`config.mk`:
```
export PLATFORM = sky130hd
export DESIGN_NAME = fpu_addsub_issue
export DESIGN_NICKNAME = d
export VERILOG_FILES = /design/src/rtl/fpu_addsub_issue.sv
export SDC_FILE = /design/constraint.sdc
export NUM_CORES = 1
export LEC_CHECK = 0
export ABC_AREA = 0
export CAP_MARGIN = 20
export CORE_MARGIN = 4
export CORE_UTILIZATION = 51
export CTS_BUF_LIST = sky130_fd_sc_hd__clkbuf_4
export DETAILED_ROUTE_END_ITERATION = 10
export GPL_TIMING_DRIVEN = 0
export PLACE_DENSITY = 0.81
export SLEW_MARGIN = 20
export SYNTH_ARGS = -nofsm -noshare
export SYNTH_HDL_FRONTEND = slang
export SYNTH_SLANG_ARGS = --single-unit
```
`constraint.sdc`:
```
create_clock -name clk -period 2.5 [get_ports clk]
set_input_delay 0.25 -clock clk [delete_from_list [all_inputs] [get_ports clk]]
set_output_delay 0.25 -clock clk [all_outputs]
set_load 0.005 [all_outputs]
```
`src/rtl/fpu_addsub_issue.sv`:
```
// fpu_addsub_issue: issue and writeback controller for the 5-stage pipelined
// FP add/sub unit. Requests come in on a valid/ready handshake and go straight
// to the unit. A tag shift register follows each operation through the unit.
// Results collect in an in-order FIFO that drains to writeback on a second
// valid/ready handshake. The unit cannot stall, so issue is credit-limited:
// in-flight plus buffered results never exceed the FIFO depth.
//
// Ports:
//   clk, rst_n                      clock, asynchronous active-low reset
//   req_valid/req_ready             request handshake (req_ready from registers)
//   req_op, req_a, req_b, req_tag   operation, operands, destination tag
//   flush                           discard all buffered and in-flight results
//   fpu_start, fpu_add_sub,
//   fpu_a, fpu_b                    unit inputs (pass-through, unregistered)
//   fpu_ready, fpu_result           unit outputs
//   wb_valid/wb_ready               writeback handshake
//   wb_result, wb_tag               FIFO head
//   busy                            anything in flight or buffered
//   seq_err                         sticky: unit result stream disagrees with tracking
module fpu_addsub_issue #(
    parameter int unsigned RES_DEPTH = 8,
    parameter int unsigned TAG_W     = 5,
    parameter int unsigned LATENCY   = 5
) (
    input  logic             clk,
    input  logic             rst_n,
    input  logic             req_valid,
    output logic             req_ready,
    input  logic             req_op,
    input  logic [31:0]      req_a,
    input  logic [31:0]      req_b,
    input  logic [TAG_W-1:0] req_tag,
    input  logic             flush,
    output logic             fpu_start,
    output logic             fpu_add_sub,
    output logic [31:0]      fpu_a,
    output logic [31:0]      fpu_b,
    input  logic             fpu_ready,
    input  logic [31:0]      fpu_result,
    output logic             wb_valid,
    input  logic             wb_ready,
    output logic [31:0]      wb_result,
    output logic [TAG_W-1:0] wb_tag,
    output logic             busy,
    output logic             seq_err
);

    localparam int unsigned CNT_W = $clog2(RES_DEPTH + 1);
    localparam int unsigned INF_W = $clog2(LATENCY + 1);
    localparam int unsigned SUM_W = ((CNT_W > INF_W) ? CNT_W : INF_W) + 1;
    localparam int unsigned PTR_W = (RES_DEPTH > 1) ? $clog2(RES_DEPTH) : 1;

    typedef struct packed {
        logic             v;
        logic             kill;
        logic [TAG_W-1:0] tag;
    } sr_ent_t;

    typedef struct packed {
        logic [31:0]      result;
        logic [TAG_W-1:0] tag;
    } res_ent_t;

    sr_ent_t    sr_q   [LATENCY];
    sr_ent_t    sr_d   [LATENCY];
    res_ent_t   mem_q  [RES_DEPTH];
    res_ent_t   mem_d  [RES_DEPTH];

    logic [PTR_W-1:0] wr_ptr_q, wr_ptr_d;
    logic [PTR_W-1:0] rd_ptr_q, rd_ptr_d;
    logic [CNT_W-1:0] fifo_count_q, fifo_count_d;
    logic [INF_W-1:0] inflight_q, inflight_d;
    logic             seq_err_q, seq_err_d;

    logic fire;
    logic retire;
    logic push;
    logic overflow;
    logic do_push;
    logic pop;

    // Credit check: every accepted request must have a FIFO slot waiting for it.
    assign req_ready = ((SUM_W'(inflight_q) + SUM_W'(fifo_count_q)) < SUM_W'(RES_DEPTH)) && !flush;
    assign fire      = req_valid & req_ready;

    // Unit drive is a straight pass-through of the request.
    assign fpu_start   = fire;
    assign fpu_add_sub = req_op;
    assign fpu_a       = req_a;
    assign fpu_b       = req_b;

    // Writeback view of the FIFO head.
    assign wb_valid  = (fifo_count_q != '0);
    assign wb_result = mem_q[rd_ptr_q].result;
    assign wb_tag    = mem_q[rd_ptr_q].tag;

    assign busy    = (inflight_q != '0) || (fifo_count_q != '0);
    assign seq_err = seq_err_q;

    // Retire/push/pop decode; flush suppresses both the push and the pop.
    always_comb begin
        retire   = sr_q[LATENCY-1].v;
        push     = retire & ~sr_q[LATENCY-1].kill & ~flush;
        overflow = push & (fifo_count_q == CNT_W'(RES_DEPTH));
        do_push  = push & ~overflow;
        pop      = wb_valid & wb_ready & ~flush;
    end

    // Tag shift register: new entry at slot 0, flush marks every live entry killed.
    always_comb begin
        sr_d[0] = '{v: fire, kill: 1'b0, tag: req_tag};
        for (int unsigned i = 1; i < LATENCY; i++) begin
            sr_d[i] = sr_q[i-1];
        end
        for (int unsigned i = 0; i < LATENCY; i++) begin
            sr_d[i].kill = sr_d[i].kill | (flush & sr_d[i].v);
        end
    end

    // Result FIFO storage and pointers.
    always_comb begin
        mem_d        = mem_q;
        wr_ptr_d     = wr_ptr_q;
        rd_ptr_d     = rd_ptr_q;
        fifo_count_d = fifo_count_q;

        if (do_push) begin
            mem_d[wr_ptr_q] = '{result: fpu_result, tag: sr_q[LATENCY-1].tag};
            wr_ptr_d = (wr_ptr_q == PTR_W'(RES_DEPTH - 1)) ? '0 : wr_ptr_q + PTR_W'(1);
        end
        if (pop) begin
            rd_ptr_d = (rd_ptr_q == PTR_W'(RES_DEPTH - 1)) ? '0 : rd_ptr_q + PTR_W'(1);
        end
        fifo_count_d = fifo_count_q + CNT_W'(do_push) - CNT_W'(pop);

        if (flush) begin
            wr_ptr_d     = '0;
            rd_ptr_d     = '0;
            fifo_count_d = '0;
        end
    end

    // In-flight credit count; killed entries hold their credit until they retire.
    always_comb begin
        inflight_d = inflight_q + INF_W'(fire) - INF_W'(retire);
    end

    // Sticky error: unit ready out of step with tracking, or a push into a full FIFO.
    always_comb begin
        seq_err_d = seq_err_q | (fpu_ready != retire) | overflow;
    end

    always_ff @(posedge clk or negedge rst_n) begin
        if (!rst_n) begin
            for (int unsigned i = 0; i < LATENCY; i++) begin
                sr_q[i] <= '0;
            end
            for (int unsigned i = 0; i < RES_DEPTH; i++) begin
                mem_q[i] <= '0;
            end
            wr_ptr_q     <= '0;
            rd_ptr_q     <= '0;
            fifo_count_q <= '0;
            inflight_q   <= '0;
            seq_err_q    <= 1'b0;
        end else begin
            sr_q         <= sr_d;
            mem_q        <= mem_d;
            wr_ptr_q     <= wr_ptr_d;
            rd_ptr_q     <= rd_ptr_d;
            fifo_count_q <= fifo_count_d;
            inflight_q   <= inflight_d;
            seq_err_q    <= seq_err_d;
        end
    end

endmodule

```
==> results.toml <==
[outcome]
status = "finished with violations"
violations = "negative setup slack"

[synth]
synth-edff-count = 0
synth_ff_type = "dfrtp_1"
ys_seq_elements = 345
synth.distinct_cells = 39
avgSynthCellArea_um2 = 16.28
syn_nets = 1078
syn-cell-area_um2 = 15530
syn_inst = 954
yosysWarnings = 0
yosysSeqAreaShare_pct = 55.59
synth-async-reset-ratio_pct = 100.0

[critical_path]
cp.required_ps = 2250
crit_path_frequent_cell = "buf_12"
path_delay_family = "multiplexers"
path_buf_inv = 5
cp_max_fo = 5
cp-start-kind = "flip-flop"
max_stage_delay_ps = 470
rrSetupSlack_ps = 40
ff2ff_path_depth = 7
cp-end-kind = "output port"
cp.arrival_ps = 2550
cp.depth = 7
crit_type = "flip-flop to output port"
slowest_stage = "dfrtp_2"
cp_cell_sequence = "buf_8 > buf_16 > buf_12 > buf_12 > mux4_2 > mux2_4 > buf_6"

[detailed_routing]
drt-wirelength-per-cell_um = 20.33
wl_um = 34400
drt_first_pass_iters = 4
ant_nets = 0
vias = 9278
drt_first_iter_violations = 400
avgViaCountPerCell = 5.483
drc = 0

[sta]
fin_worst_skew_ps = 38.03
min_period_over_period_pct = 111.9
maxSlewHeadroom_pct = 52.94
finalHoldViolations = 0
tightest_slew_ps = 705.9
slew_violations = 0
setup_violations = 38
fin_crit_ps = 2797
rsz0062_at_grt = "yes"
max_freq_mhz = 357.5
finalWorstSetupSlack_ps = -297.1

[placement]
place_area_um2 = 17610
io_buffers = 149
pre_cts_slack_ps = -587.9
routabilityCongestion = 0.7391
dp_hpwl_um = 21000

[power]
power_density_nw_per_um2 = 792.9
p_leak_uw = 0.009591
max-vdd-ir-drop_mv = 0.5674

[layout]
final_common_cell = "dfrtp_1"
final_nets = 1371
utilization_pct = 65.96
ff_latch_area_um2 = 8636
fin_area_um2 = 19710
layout_common_cells = "dfrtp_1, mux2_2, clkbuf_4"
multi_input_area_um2 = 6306
syn_to_final_growth_pct = 26.88
drive_above_1_share_pct = 59.11
nFillCells = 2142

[clock_network]
ctsLongestPathBuffers = 3
cts_sinks = 345
clock_latency_ps = 710
cts_max_level = 3
numCtsBuffers = 88
clkTransAtPathRegs_ps = 60
cts_tree = "built"
cts_root_buf = "clkbuf_4"

[floorplan]
die_h_um = 182.5
start_util_pct = 51.99
io_pins = 215
die_w_um = 182.5
core_um2 = 29870
row_count = 63
fp.dieArea_um2 = 33310

[grt]
grt_pass1_wl_um = 54990
grt_use_total_pct = 20.84
grt_max_degree = 95
grt_pass1_vias = 10250
antenna_found_initial = 1
gr-total-overflow = 0

[run]
cap_violations = 0

[hold_path]
worstHoldPathType = "primary input to async pin"
[worst paths after layout]
check	start	end
max in group asynchronous	rst_n	mem_q[146]
worst max register to register	fifo_count_q[2]	mem_q[265]
min in group clk	wb_ready	rd_ptr_q[2]
worst min register to register	sr_d[7]	sr_d[0]
worst min-delay path	rst_n	mem_q[120]
worst max-delay path	rd_ptr_q[0]	wb_tag[4]
[layout make-up]
cell class | instances | share of cell area (%)
Clock buffer | 128 | 4.876
Clock inverter | 16 | 0.4762
Timing Repair Buffer | 206 | 11.39
Tap cell | 390 | 2.476
Antenna cell | 1 | 0.01270
Sequential cell | 345 | 43.82
Inverter | 12 | 0.2286
Multi-Input combinational cell | 483 | 32.00
Buffer | 111 | 4.717
[sequential cells by signal (all words and copies together), names as in the netlist]
name          count
sr_d             24
sr_q             10
inflight_q        3
mem_q           296
wr_ptr_q          3
retire            1
fifo_count_q      4
seq_err           1
rd_ptr_q          3
[cell usage after synthesis (6+ instances only)]
| cell | n | share of area, % |
|---|---|---|
| buf_2 | 22 | 0.71 |
| buf_4 | 69 | 3.3 |
| buf_6 | 9 | 0.65 |
| clkbuf_1 | 14 | 0.34 |
| dfrtp_1 | 345 | 56 |
| ha_1 | 14 | 1.1 |
| inv_1 | 12 | 0.29 |
| mux2_2 | 334 | 24 |
| mux4_2 | 74 | 11 |
| nand3_2 | 6 | 0.39 |
| nor2b_1 | 6 | 0.24 |
[power by group]
group | switching, uW | total [uW] | internal (uW)
registers | 294 | 6340 | 6050
logic | 1670 | 4680 | 3010
clock network | 2180 | 4600 | 2430
[layer usage]
layer | GRT usage (%) | routed length, um | vias up | part of all wire (%)
li1 | - | - | 4086 | -
met4 | 6.635 | 690 | 0 | 2.0
met3 | 4.485 | 2032 | 50 | 5.9
met1 | 27.90 | 14300 | 4857 | 42
met2 | 34.41 | 17370 | 285 | 50
met5 | 0 | 0 | - | 0
[kinds of logic (layout without fill, tap and decap cells)]
| family | count (synthesis) | after routing | share of synthesized area [%] |
|---|---|---|---|
| muxes | 409 | 409 | 35.01 |
| other | 1 | 2 | 0.02415 |
| xor gates and xnor gates | 3 | 3 | 0.1692 |
| AOI/OAI and AO/OA | 19 | 19 | 0.8379 |
| buffers and inverters | 127 | 473 | 5.349 |
| DFF | 345 | 345 | 55.59 |
| and+or+nand+nor | 34 | 35 | 1.635 |
| adders and majority gates | 16 | 16 | 1.386 |
[per-stage QoR]
stage	setup TNS (ps)	power, uW	hold WS, ps	cells
2_1_floorplan	0	8305	-45.59	954
3_3_place_gp	-4659080	9824	332.4	1493
3_5_place_dp	-19300	9908	309.9	1496
4_1_cts	-10320	15690	112.4	1680
5_1_grt	-13110	16460	104.4	1692
6_report	-8408	15630	127.6	1692
[repair_timing]
action | 4_1_cts | 5_1_grt
hold buffers | 6 | 0
setup endpoints to repair | 47 | 44
pin swaps | 4 | 1
setup buffers | 31 | 14
hold endpoints to repair | 93 | 0
gates cloned | 5 | 1
gates resized for setup | 323 | 25
Power figures use the tool's default switching activity.
==> RTL change 1 (same flow settings) <==
`LATENCY`: 5 -> 10.
--- a/src/rtl/fpu_addsub_issue.sv
+++ b/src/rtl/fpu_addsub_issue.sv
@@ -20,7 +20,7 @@
 module fpu_addsub_issue #(
     parameter int unsigned RES_DEPTH = 8,
     parameter int unsigned TAG_W     = 5,
-    parameter int unsigned LATENCY   = 5
+    parameter int unsigned LATENCY   = 10
 ) (
     input  logic             clk,
     input  logic             rst_n,
Formal check against the unedited RTL: not equivalent (a bounded check fails within 10 cycles, from zero or initial values and one cycle with rst_n low).
==> RTL change 1 against the original RTL <==
  * The flow still finishes with violations (negative setup slack)
  * Worst hold slack got worse by 0.0091 ns
  * Worst setup slack improved by 0.056 ns
  * Maximum frequency rose by 2.0%
  * Clock power rose by 14%
  * Sequential cell count rose by 36
  * Power rose by 6.3%
  * Count of clock-buffer cells in the layout rose by 9
  * Wire length rose by 6.1%
  * Clock skew rose by 0.0051 ns
  * Sequential share of layout area rose by 1.5 points
  * Area after synthesis rose by 7.3%
  * Cell area rose by 6.8%
  * Non-clock buffer count fell by 2
  * Critical endpoint is now wb_result[18]
==> RTL change 1: results (changes against the original RTL) <==
[drt]
met3WireLength_um = 1905  ; -6.3%
drt_first_iter_violations = 397  ; -0.75%
routed_wl_um = 36510  ; +6.1%
routed.top_layer = met5
wl_met1_um = 14860  ; +3.9%
met2WireLength_um = 19070  ; +9.8%
drt-vias-per-instance = 5.417  ; -1.2%

[outcome]
violations = negative setup slack
status = complete, but fails checks

[grt]
met1_usage_pct = 26.56  ; -1.3 points
grt_use_total_pct = 20.76  ; -0.083 points
grtUsageMet2_pct = 35.94  ; +1.5 points
grt_first_pass_wirelength_um = 58640  ; +6.7%

[worst_setup_path]
r2r-end = fifo_count_q[3]
worstPathMaxFanout = 6  ; +1

[power]
power.leakage_nw = 10.26  ; +7.0%
swShare_pct = 25.86  ; -0.67 points

[synthesis]
netlist_top_cells_area = dfrtp_1, mux2_2, mux4_2
synth_nets = 1135  ; +5.3%
ys_seq_area_share_pct = 57.24  ; +1.7 points

[cells_and_area]
nClkBuffers = 137  ; +7.0%
n_all_buffers = 315  ; -0.63%
fillers = 2218  ; +3.5%
num-multi-input-gates = 494  ; +2.3%
drive_above_1_share_pct = 56.82  ; -2.3 points
inv_count = 16  ; +4

[sta]
maxSlewHeadroom_pct = 61.40  ; +8.5 points
setup_violations = 38  ; unchanged
setup_tns_ns = -6.927  ; +1.481 ns
holdWs_ns = 0.1185  ; -0.009150 ns
fin_ws_ns = -0.2413  ; +0.05577 ns

[place]
gp_congestion = 0.7675  ; +3.8%
hpwlAfterDp_um = 22660  ; +7.9%

[die]
initial_core_util_pct = 52.25  ; +0.26 points

[RTL change 1: critical path, stage by stage, from the launching register on]
cell	delay (ns)
dfrtp_2	0.44
buf_12	0.15
buf_8	0.13
buf_12	0.13
mux4_2	0.52
mux2_4	0.29
buf_6	0.12
[RTL change 1: power by group through the flow]
stage	Sequential (mW)	Combinational (mW)	Clock [mW]
3_5_place_dp	7.03	3.33	0
4_1_cts	6.93	4.22	5.40
3_3_place_gp	7.02	3.25	0
5_1_grt	6.99	4.79	5.75
2_1_floorplan	6.94	1.92	0
6_report	6.94	4.44	5.23
[RTL change 1: worst max-delay path by stage]
stage | from | to | slack [ns]
detailed placement | rd_ptr_q[0] | wb_tag[0] | -0.39
global route | rd_ptr_q[0] | wb_tag[0] | -0.33
finish | rd_ptr_q[0] | wb_result[18] | -0.24
CTS | rd_ptr_q[0] | wb_tag[0] | -0.31
global placement | rst_n | mem_q[129] | -14.73
floorplan | fifo_count_q[2] | fifo_count_q[3] | 0.008
[RTL change 1: per-stage QoR]
stage	utilization, %	total power, mW	worst slack (ns)	instances
final	66.00	16.62	-0.2413	1793
after global routing	66.00	17.53	-0.3294	1793
after CTS	65.29	16.55	-0.3135	1779
after detailed placement	58.89	10.36	-0.3938	1593
after global placement	58.61	10.27	-14.73	1590
after floorplan	-	8.852	0.007812	1007
[RTL change 1: what timing repair did]
item	in CTS	in global routing
endpoints found under the hold margin	76	0
pin swaps	2	6
buffers inserted	24	15
cloned	4	0
setup endpoints to repair	44	45
resized for setup	310	38
hold buffers	8	0
[RTL change 1: cells by family after synthesis]
| logic type | share of synthesized area (%) |
|---|---|
| mux | 32.71 |
| flops | 57.24 |
| buf+inv | 5.551 |
| simple gates | 1.720 |
| compound gates | 1.007 |
| fa+ha+maj | 1.592 |
| xor+xnor | 0.1578 |
| other cells | 0.02251 |
==> RTL change 2 (config.mk and constraints unchanged) <==
Made on the original files. Make the reset (`rst_n`) synchronous in one clocked block. Comments in the files are not updated.
--- a/src/rtl/fpu_addsub_issue.sv
+++ b/src/rtl/fpu_addsub_issue.sv
@@ -150,7 +150,7 @@
         seq_err_d = seq_err_q | (fpu_ready != retire) | overflow;
     end
 
-    always_ff @(posedge clk or negedge rst_n) begin
+    always_ff @(posedge clk) begin
         if (!rst_n) begin
             for (int unsigned i = 0; i < LATENCY; i++) begin
                 sr_q[i] <= '0;
Function: differs if rst_n is asserted again (counterexample within 4 cycles, from zero or initial values and one cycle with rst_n low); with rst_n held inactive, the same outputs for 10 cycles.
==> RTL change 2 against the original RTL <==
  * The run still ends with negative setup slack left
  * Cell area is 0.96% lower
  * Worst setup slack better by 0.11 ns
  * Sequential cell count stayed put
  * Register-to-register slack improved by 0.10 ns
  * Worst hold slack worse by 0.017 ns
  * Area after synthesis fell by 0.49%
  * Wire length increased by 20%
  * Critical endpoint is now wb_result[7]
Power is not compared: it rests on default switching activity, and its combinational part moved more than twofold at a synthesized area within 25%.
==> RTL change 2: results (changes against the original RTL) <==
[synthesis]
synth_nets = 1499  ; +39%
async_reset_ff_share_pct = 0  ; -100 points
synth.distinct_cells = 41  ; +5.1%
synth_compound_gate_area_share_pct = 0.7691  ; -0.069 points
netlist_top_cells_area = dfxtp_1, mux2i_1, mux4_2
synth_fa_ha_area_share_pct = 1.392  ; +0.0068 points
ys_seq_area_share_pct = 44.69  ; -11 points
synth_common_cells = dfxtp_1, nand2_1, mux2i_1
synthFlopType = dfxtp_1
synth_mux_area_share_pct = 32.72  ; -2.3 points
synthXorXnorAreaFrac_pct = 0.2267  ; +0.058 points

[min_path]
hold_path.class = input pin to flop
whs_path_depth = 3

[sta]
setup_violations = 38  ; unchanged
fin_skew_ns = 0.04825  ; +0.01021 ns
fin_ws_ns = -0.1822  ; +0.1149 ns
setup_tns_ns = -3.833  ; +4.575 ns
worst_pin_slew_ns = 0.7684  ; +0.06243 ns

[drt]
firstDrtPassIters = 5  ; +1
drt_first_iter_violations = 707  ; +77%
routed_wl_um = 41170  ; +20%
vias = 11539  ; +24%

[grt]
grt_pass1_vias = 12597  ; +23%
grt_use_total_pct = 23.87  ; +3.0 points
grt_max_degree = 14  ; -85%
grt_first_pass_wirelength_um = 64050  ; +16%
antenna_found_initial = 0  ; -1

[clocking]
cts_root_buffer = clkbuf_4
clock_path_buffers = 3  ; unchanged
ctsHtreeMaxLevel = 3  ; unchanged
numCtsBuffers = 86  ; -2.3%
clk_pin_slew_ns = 0.08  ; +0.02 ns
clock_latency_ns = 0.76  ; +0.05 ns

[place]
hpwlAfterDp_um = 26120  ; +24%
gp_congestion = 0.8011  ; +8.4%
preCtsSetupSlack_ns = -0.1918  ; +0.3961 ns

[cells_and_area]
fillers = 2272  ; +6.1%
diodes = 0  ; -1
nets = 1795  ; +31%
drive_above_1_share_pct = 27.69  ; -31 points

[outcome]
violations = negative setup slack
status = complete, but fails checks

[worst_setup_path]
arrival_ns = 2.43  ; -0.12 ns
worstPathMaxFanout = 5  ; unchanged
r2r_slack_ns = 0.14  ; +0.10 ns
reg2reg_depth = 10  ; +3

==> RTL change 2: cell types whose count changed in the layout (fill, tap and decap cells not counted), moves of 7 or more <==
| cell | unedited run | this run |
|---|---|---|
| a21oi_1 | 4 | 11 |
| and2_1 | 0 | 34 |
| buf_12 | 11 | 33 |
| buf_6 | 64 | 73 |
| clkbuf_1 | 0 | 39 |
| clkbuf_4 | 134 | 114 |
| dfrtp_1 | 343 | 0 |
| dfxtp_1 | 0 | 339 |
| mux2_2 | 297 | 3 |
| mux2i_1 | 1 | 297 |
| nand2_1 | 1 | 335 |
==> RTL change 2: final cells by class <==
class	count	area (sq um)	share of cell area, %
well taps	390	488.0	2.500
inverters	11	41.29	0.2116
clock buffers	114	855.8	4.385
clock inverters	22	128.9	0.6603
plain buffers	159	1474	7.552
repair buffers	210	2241	11.48
multi-input cells	858	7365	37.73
flip-flops and latches	345	6924	35.48
==> RTL change 2: what timing repair did <==
action / CTS / global route
resized for setup: 302 / 31
pin swaps: 4 / 0
setup buffers: 52 / 8
cloned: 3 / 3
hold buffers: 0 / 0
endpoints found under the setup margin: 42 / 42
==> RTL change 2: metrics by stage <==
stage	instance area, sq um	std cells	hold slack (ns)
finish	19520	2109	0.1109
global placement	17430	1914	0.4159
detailed placement	17430	1914	0.4183
CTS	19380	2103	0.05944
global route	19520	2109	0.07667
floorplan	15450	1375	0.3773
==> RTL change 2: path summary, 6_finish.rpt <==
| check | endpoint | from |
|---|---|---|
| worst min register to register | sr_d[9] | sr_d[16] |
| worst max register to register | fifo_count_q[1] | fifo_count_q[2] |
| worst max-delay path | wb_result[7] | rd_ptr_q[1] |
| worst min-delay path | sr_d[27] | req_valid |
==> RTL change 2: per-layer routing <==
| metal | wire (um) | global-route usage [%] | vias up |
|---|---|---|---|
| li1 | - | - | 5288 |
| met1 | 16390 | 29.30 | 5644 |
| met2 | 20530 | 40.91 | 490 |
| met3 | 2953 | 5.202 | 117 |
| met4 | 1301 | 9.667 | 0 |
| met5 | 0 | 0 | - |
==> RTL change 2: critical path, cell delays in order (launching register included) <==
cell and delay (ns):
dfxtp_4 0.42, buf_6 0.13, buf_12 0.12, buf_6 0.09
mux4_2 0.52, mux2_4 0.30, buf_6 0.12
==> RTL change 2: report_power, final <==
group / switching, mW / internal, mW / total, mW
Clock: 2.26 / 2.21 / 4.47
Sequential: 0.0105 / 5.51 / 5.53
Combinational: 0.290 / 0.286 / 0.576
==> RTL change 2: logic make-up (layout without fill, tap and decap cells) <==
logic type,Yosys count,in the layout
adder cells (fa/ha/maj),16,16
XOR/XNOR,4,4
flip-flops,345,345
multiplexers,408,408
AND/OR/NAND/NOR,408,408
buffers and inverters,172,516
other,1,1
AO/OA/AOI/OAI,21,21
